==> src/rtl/workout_scheduler_pkg.sv <==
// Shared state encoding and display widths for the workout scheduler and its neighbours.
package workout_scheduler_pkg;

  localparam int unsigned W_WNUM = 8;
  localparam int unsigned W_TIME = 6;

  typedef enum logic [1:0] {
    ST_IDLE = 2'd0,
    ST_WORK = 2'd1,
    ST_REST = 2'd2,
    ST_DONE = 2'd3
  } state_e;

  // True while an interval is running and seconds are being counted.
  function automatic logic is_active(state_e s);
    return (s == ST_WORK) || (s == ST_REST);
  endfunction

endpackage

==> src/rtl/workout_scheduler_if.sv <==
// Session control inputs and display/buzzer outputs of the workout scheduler.
interface workout_scheduler_if;
  import workout_scheduler_pkg::*;

  logic              start;
  logic              skip;
  logic [W_WNUM-1:0] total_workouts;
  logic [W_WNUM-1:0] workout_num;
  logic [W_TIME-1:0] time_remain;
  logic              phase;
  logic              busy;
  logic              done;
  logic              buzzer;

  modport master (
    output start, skip, total_workouts,
    input  workout_num, time_remain, phase, busy, done, buzzer
  );

  modport slave (
    input  start, skip, total_workouts,
    output workout_num, time_remain, phase, busy, done, buzzer
  );

endinterface

==> src/rtl/workout_scheduler_sec_tick_gen.sv <==
// One-second prescaler: counts while enabled, single-cycle tick on the last count, sync clear.
module sec_tick_gen #(
  parameter int unsigned CLK_PER_SEC = 100_000_000
) (
  input  logic clk,
  input  logic reset,
  input  logic en_i,
  input  logic clr_i,
  output logic tick_c_o
);

  localparam int unsigned W_CNT = (CLK_PER_SEC > 1) ? $clog2(CLK_PER_SEC) : 1;
  localparam logic [W_CNT-1:0] CNT_MAX = W_CNT'(CLK_PER_SEC - 1);

  logic [W_CNT-1:0] cnt_q, cnt_d;

  assign tick_c_o = en_i && (cnt_q == CNT_MAX);

  always_comb begin
    cnt_d = cnt_q;
    if (clr_i || !en_i || tick_c_o) cnt_d = '0;
    else                            cnt_d = cnt_q + W_CNT'(1);
  end

  always_ff @(posedge clk or negedge reset) begin
    if (!reset) cnt_q <= '0;
    else        cnt_q <= cnt_d;
  end

endmodule

==> src/rtl/workout_scheduler.sv <==
// Sequences one training session of alternating WORK/REST intervals with skip and buzzer.
module workout_scheduler
  import workout_scheduler_pkg::*;
#(
  parameter int unsigned CLK_PER_SEC = 100_000_000,
  parameter int unsigned WORK_SEC    = 45,
  parameter int unsigned REST_SEC    = 15,
  parameter int unsigned BUZZ_CYCLES = 50_000_000
) (
  input  logic                clk,
  input  logic                reset,
  workout_scheduler_if.slave  bus
);

  localparam int unsigned W_BUZ = $clog2(BUZZ_CYCLES + 1);

  state_e            state_q, state_d;
  logic [W_WNUM-1:0] tot_q, tot_d;
  logic [W_WNUM-1:0] wn_q, wn_d;
  logic [W_TIME-1:0] tr_q, tr_d;
  logic              phase_q, phase_d;
  logic              busy_q, busy_d;
  logic              done_q, done_d;
  logic [W_BUZ-1:0]  buzz_cnt_q, buzz_cnt_d;
  logic              buzzer_q, buzzer_d;
  logic              skip_q;

  logic tick;
  logic tick_clr;
  logic buzz_evt;
  logic skip_rise;
  logic ivl_end;

  sec_tick_gen #(.CLK_PER_SEC(CLK_PER_SEC)) u_tick (
    .clk      (clk),
    .reset    (reset),
    .en_i     (is_active(state_q)),
    .clr_i    (tick_clr),
    .tick_c_o (tick)
  );

  // A skip edge and a final tick in the same cycle collapse into one interval end.
  assign skip_rise = bus.skip & ~skip_q;
  assign ivl_end   = is_active(state_q) && (skip_rise || (tick && (tr_q == W_TIME'(1))));

  always_comb begin
    state_d  = state_q;
    tot_d    = tot_q;
    wn_d     = wn_q;
    tr_d     = tr_q;
    buzz_evt = 1'b0;
    tick_clr = 1'b0;

    case (state_q)
      ST_IDLE, ST_DONE: begin
        if (bus.start) begin
          tot_d    = bus.total_workouts;
          tick_clr = 1'b1;
          if (bus.total_workouts == '0) begin
            state_d  = ST_DONE;
            wn_d     = '0;
            tr_d     = '0;
            buzz_evt = 1'b1;
          end else begin
            state_d = ST_WORK;
            wn_d    = W_WNUM'(1);
            tr_d    = W_TIME'(WORK_SEC);
          end
        end
      end
      ST_WORK: begin
        if (ivl_end) begin
          buzz_evt = 1'b1;
          tick_clr = 1'b1;
          if (wn_q == tot_q) begin
            state_d = ST_DONE;
            tr_d    = '0;
          end else if (REST_SEC != 0) begin
            state_d = ST_REST;
            tr_d    = W_TIME'(REST_SEC);
          end else begin
            wn_d = wn_q + W_WNUM'(1);
            tr_d = W_TIME'(WORK_SEC);
          end
        end else if (tick) begin
          tr_d = tr_q - W_TIME'(1);
        end
      end
      ST_REST: begin
        if (ivl_end) begin
          buzz_evt = 1'b1;
          tick_clr = 1'b1;
          state_d  = ST_WORK;
          wn_d     = wn_q + W_WNUM'(1);
          tr_d     = W_TIME'(WORK_SEC);
        end else if (tick) begin
          tr_d = tr_q - W_TIME'(1);
        end
      end
      default: state_d = ST_IDLE;
    endcase

    phase_d = (state_d == ST_WORK);
    busy_d  = is_active(state_d);
    done_d  = (state_d == ST_DONE);

    // A new event reloads the on-time, so back-to-back events extend the buzz.
    if (buzz_evt)                buzz_cnt_d = W_BUZ'(BUZZ_CYCLES);
    else if (buzz_cnt_q != '0)   buzz_cnt_d = buzz_cnt_q - W_BUZ'(1);
    else                         buzz_cnt_d = '0;
    buzzer_d = (buzz_cnt_d != '0);
  end

  always_ff @(posedge clk or negedge reset) begin
    if (!reset) begin
      state_q    <= ST_IDLE;
      tot_q      <= '0;
      wn_q       <= '0;
      tr_q       <= '0;
      phase_q    <= 1'b0;
      busy_q     <= 1'b0;
      done_q     <= 1'b0;
      buzz_cnt_q <= '0;
      buzzer_q   <= 1'b0;
      skip_q     <= 1'b0;
    end else begin
      state_q    <= state_d;
      tot_q      <= tot_d;
      wn_q       <= wn_d;
      tr_q       <= tr_d;
      phase_q    <= phase_d;
      busy_q     <= busy_d;
      done_q     <= done_d;
      buzz_cnt_q <= buzz_cnt_d;
      buzzer_q   <= buzzer_d;
      skip_q     <= bus.skip;
    end
  end

  assign bus.workout_num = wn_q;
  assign bus.time_remain = tr_q;
  assign bus.phase       = phase_q;
  assign bus.busy        = busy_q;
  assign bus.done        = done_q;
  assign bus.buzzer      = buzzer_q;

endmodule

==> src/flat_wrapper.sv <==
// flat-port wrapper written by rule: the top's interface ports become plain ports
module workout_scheduler_flat import workout_scheduler_pkg::*;
#(
  parameter int unsigned CLK_PER_SEC = 100_000_000,
  parameter int unsigned WORK_SEC    = 45,
  parameter int unsigned REST_SEC    = 15,
  parameter int unsigned BUZZ_CYCLES = 50_000_000
)
  (clk, reset, bus_start, bus_skip, bus_total_workouts, bus_workout_num, bus_time_remain, bus_phase, bus_busy, bus_done, bus_buzzer);
  workout_scheduler_if bus_i ();
  input  logic clk;
  input  logic reset;
  input wire logic [$bits(bus_i.start)-1:0] bus_start;
  input wire logic [$bits(bus_i.skip)-1:0] bus_skip;
  input wire logic [$bits(bus_i.total_workouts)-1:0] bus_total_workouts;
  output wire logic [$bits(bus_i.workout_num)-1:0] bus_workout_num;
  output wire logic [$bits(bus_i.time_remain)-1:0] bus_time_remain;
  output wire logic [$bits(bus_i.phase)-1:0] bus_phase;
  output wire logic [$bits(bus_i.busy)-1:0] bus_busy;
  output wire logic [$bits(bus_i.done)-1:0] bus_done;
  output wire logic [$bits(bus_i.buzzer)-1:0] bus_buzzer;
  assign bus_i.start = bus_start;
  assign bus_i.skip = bus_skip;
  assign bus_i.total_workouts = bus_total_workouts;
  assign bus_workout_num = bus_i.workout_num;
  assign bus_time_remain = bus_i.time_remain;
  assign bus_phase = bus_i.phase;
  assign bus_busy = bus_i.busy;
  assign bus_done = bus_i.done;
  assign bus_buzzer = bus_i.buzzer;
  workout_scheduler #(.CLK_PER_SEC(CLK_PER_SEC), .WORK_SEC(WORK_SEC), .REST_SEC(REST_SEC), .BUZZ_CYCLES(BUZZ_CYCLES)) u_core (.clk(clk), .reset(reset), .bus(bus_i));
endmodule
==> config.mk <==
export PLATFORM = sky130hd
export DESIGN_NAME = workout_scheduler_flat
export DESIGN_NICKNAME = d
export VERILOG_FILES = /design/src/rtl/workout_scheduler_pkg.sv /design/src/rtl/workout_scheduler_if.sv /design/src/rtl/workout_scheduler_sec_tick_gen.sv /design/src/rtl/workout_scheduler.sv /design/src/flat_wrapper.sv
export SDC_FILE = /design/constraint.sdc
export NUM_CORES = 1
export LEC_CHECK = 0
export ABC_AREA = 1
export CORE_ASPECT_RATIO = 1.5
export CORE_MARGIN = 1.5
export CORE_UTILIZATION = 50
export CTS_BUF_LIST = sky130_fd_sc_hd__clkbuf_4 sky130_fd_sc_hd__clkbuf_8
export DETAILED_ROUTE_END_ITERATION = 8
export GPL_TIMING_DRIVEN = 0
export PLACE_DENSITY_LB_ADDON = 0.3
export SYNTH_ARGS = -nofsm -noshare
export SYNTH_HDL_FRONTEND = slang
export SYNTH_SLANG_ARGS = --single-unit
==> constraint.sdc <==
create_clock -name clk -period 2.59 [get_ports clk]
set_input_delay 0.518 -clock clk [delete_from_list [all_inputs] [get_ports clk]]
set_output_delay 0.518 -clock clk [all_outputs]
set_load 0.01 [all_outputs]
==> results.py <==
metrics = {
    "sta": {
        "skew_ns": 0.009848,
        "worst_slew_pin_slew_ns": 0.4524,
        "setup_tns_ns": 0,
        "holdWs_ns": 0.09602,
        "post-route-min-period_ns": 2.394,
        "setup_viol": 0,
        "timing.final.max_slew_violations": 0,
        "timing.final.crit_share_pct": 92.45,
        "slew-limit-headroom_pct": 69.73,
        "finalHoldViolations": 0,
        "fmax_mhz": 417.6,
        "setup_slack_ns": 0.1956,
        "rsz0062_at_grt": "false",
    },
    "critical_path": {
        "critPathBufInv": 5,
        "worstSetupStartpoint": "u_core.state_q[0]",
        "cp_slowest_cell": "dfrtp_1",
        "worst-path-stages": 15,
        "critPathKind": "flop to flop",
        "endpoint_kind": "flop",
        "slowest_delay_ns": 0.39,
        "cp_cell_sequence": "inv_2 > ha_4 > inv_6 > nand2_2 > nor2_2 > nand2_2 > nor2_4 > nand3_4 > nand3_2 > nand2_2 > buf_6 > clkinvlp_4 > o22ai_2 > inv_1 > ha_1",
        "start_kind": "flop",
        "rr_worst_depth": 15,
        "r2r_end": "u_core.bus.busy",
        "r2r-start": "u_core.state_q[0]",
        "critPathCapture": "u_core.bus.busy",
        "regToRegSetupSlack_ns": 0.20,
        "arrival_ns": 2.64,
        "crit_top_cell": "nand2_2",
        "cp.required_ns": 2.83,
        "crit_path_max_fanout": 10,
        "crit_family": "simple AND/OR/NAND/NOR gates",
    },
    "floorplanning": {
        "die_w_um": 83.88,
        "ios": 30,
        "coreArea_mm2": 0.009634,
        "die_y_um": 124.3,
        "fp-row-count": 44,
        "die-area_mm2": 0.01043,
        "start_util_pct": 50.92,
    },
    "yosys": {
        "netlist_area_mm2": 0.004906,
        "yosysUniqueCellTypes": 39,
        "yosys_warnings": 0,
        "ys_seq_area_share_pct": 41.83,
        "syn_area_per_cell_um2": 7.524,
        "synthCells": 652,
        "ys.flop_type": "dfrtp_1",
        "ys_async_sr_fraction_pct": 100.0,
        "synth_edf_count": 0,
        "yosysTopAreaCell": "dfrtp_1",
        "synth_area_leaders": "dfrtp_1 42%, nand2_1 11%, nor2_1 9.1%",
        "synth.top_cell.area_share_pct": 41.83,
        "synth_nets": 673,
        "synth-seq-cells": 82,
    },
    "placed_design": {
        "hpwl_um": 8843,
        "dpl_cell_area_mm2": 0.005365,
        "place_ws_ns": -0.2613,
        "io_buffer_count": 29,
        "gp_congestion": 0.9416,
    },
    "job": {
        "cap_violations": 0,
    },
    "route": {
        "wl_um": 11520,
        "drt_first_pass_iters": 4,
        "drc_errors": 0,
        "ant_nets": 0,
        "num_vias": 4367,
        "wire_per_inst_um": 14.19,
        "drt-initial-drc-count": 275,
        "via_per_inst": 5.378,
    },
    "pwr": {
        "clock_power_share_pct": 18.2,
        "pwr-share-seq_pct": 34.9,
        "totalPowerFinal_mw": 5.116,
        "pwr_density_cell_mw_per_mm2": 916.2,
        "p_leak_nw": 2.475,
        "combPwrFrac_pct": 46.9,
        "power.switching_mw": 2.198,
        "ir_drop_mv": 0.6267,
        "switching_share_pct": 42.95,
        "p_int_mw": 2.919,
    },
    "global_routing": {
        "grt_max_degree": 52,
        "overflow": 0,
        "grt_antenna_before_repair": 0,
        "grt_pass1_wl_um": 19610,
        "gr-usage-all-layers_pct": 23.31,
        "grt_pass1_vias": 4492,
    },
    "layout": {
        "nets": 714,
        "layout_common_cells": "148 x nand2_1, 118 x nor2_1, 82 x dfrtp_1",
        "drive_gt1_share_pct": 10.47,
        "design_area_mm2": 0.005584,
        "layout_commonest_cell": "nand2_1",
        "n_antenna_cell": 0,
        "area_delta_synth_final_pct": 13.82,
    },
    "hold_path": {
        "worstHoldPathType": "input port to asynchronous set/reset pin",
    },
    "clock_tree": {
        "clk_pin_slew_ns": 0.08,
        "root_buffer": "clkbuf_8",
        "worst_skew_pair.late_latency_ns": 0.36,
        "cts.sinks": 82,
        "clock_path_buffers": 2,
        "htreeDepth": 3,
        "cts-hold-fix-buffers": 0,
        "tritoncts": "built",
        "post_cts_buffers": 0,
        "numCtsBuffers": 9,
    },
    "run_status": {
        "outcome": "completed",
    },
}
## registers in the layout (all words and copies together) (netlist names)
register,count
u_core.skip_q,1
u_core.bus.time_remain,6
u_core.bus.busy,1
u_core.bus.workout_num,8
u_core.tot_q,8
u_core.bus.buzzer,1
u_core.buzz_cnt_q,26
u_core.state_q,2
u_core.u_tick.cnt_q,27
u_core.bus.phase,1
u_core.bus.done,1
## worst register-to-register path: cells and delay by family (launching register included)
| kind | cells | cell delay, ns |
|---|---|---|
| simple gates | 7 | 0.71 |
| flops | 1 | 0.39 |
| compound gates | 1 | 0.11 |
| fa+ha+maj | 2 | 0.47 |
| buf+inv | 5 | 0.61 |
## power groups by stage
stage	registers [mW]	clock network, mW	logic [mW]
final	1.79	0.930	2.40
after global routing	1.83	1.01	2.68
after CTS	1.78	0.952	2.37
after detailed placement	1.81	0	2.32
after global placement	1.79	0	2.25
after floorplan	1.78	0	1.63
## routing by layer
| metal | track usage (%) | vias up | part of all wire [%] |
|---|---|---|---|
| met5 | 0 | - | 0 |
| met4 | 14.08 | 0 | 5.1 |
| met3 | 4.374 | 43 | 3.3 |
| met2 | 41.84 | 115 | 53 |
| met1 | 24.92 | 2036 | 39 |
| li1 | - | 2173 | - |
## cell usage after synthesis, types with 2 or more instances
library cell,instances
buf_6,3
o21ai_2,6
nand4_1,23
inv_1,67
dfrtp_1,82
nand2_2,10
nor2_2,7
a21oi_1,15
xor2_1,18
nand3_1,47
o21ai_1,3
nand2_1,148
or2_2,5
buf_2,4
nor2_4,6
nand2_4,3
nor4_1,2
xnor2_1,16
nand3b_1,3
o21ai_0,22
nor2_1,119
nor3_1,18
ha_1,9
## how the worst min path moves through the flow
stage,startpoint,to,slack [ns],cells after the start
3_5_place_dp,u_core.buzz_cnt_q[0],u_core.buzz_cnt_q[0],0.45,1
6_report,reset,u_core.u_tick.cnt_q[9],0.1,1
3_3_place_gp,u_core.buzz_cnt_q[0],u_core.buzz_cnt_q[0],0.45,1
5_1_grt,reset,u_core.u_tick.cnt_q[9],0.12,1
2_1_floorplan,reset,u_core.bus.busy,0.22,0
4_1_cts,reset,u_core.u_tick.cnt_q[9],0.1,1
## logic make-up after synthesis
logic type,after synthesis,share of synthesized area [%]
fa+ha+maj,9,2.295
flops,82,41.83
compound gates,54,6.478
buf+inv,77,6.503
xor+xnor,34,6.070
simple gates,396,36.83
## layout make-up
type | count | area [um^2]
sequential | 82 | 2052
inverter | 69 | 267.8
timing repair buffer | 30 | 315.3
fill | 866 | 4050
buffer | 8 | 57.56
clock buffer | 12 | 152.6
tap | 115 | 143.9
clock inverter | 3 | 40.04
multi-input combinational | 493 | 2555
## per-stage QoR
step	cells	utilization [%]
2_1_floorplan	652	-
3_3_place_gp	796	55.43
3_5_place_dp	797	55.69
4_1_cts	812	57.81
5_1_grt	812	57.96
6_report	812	57.96
## repair_timing
action                     4_1_cts  5_1_grt
gates cloned                     0        0
setup endpoints to repair        1        2
resized for setup                3        4
Note: power is estimated with default switching activity, not from simulation.
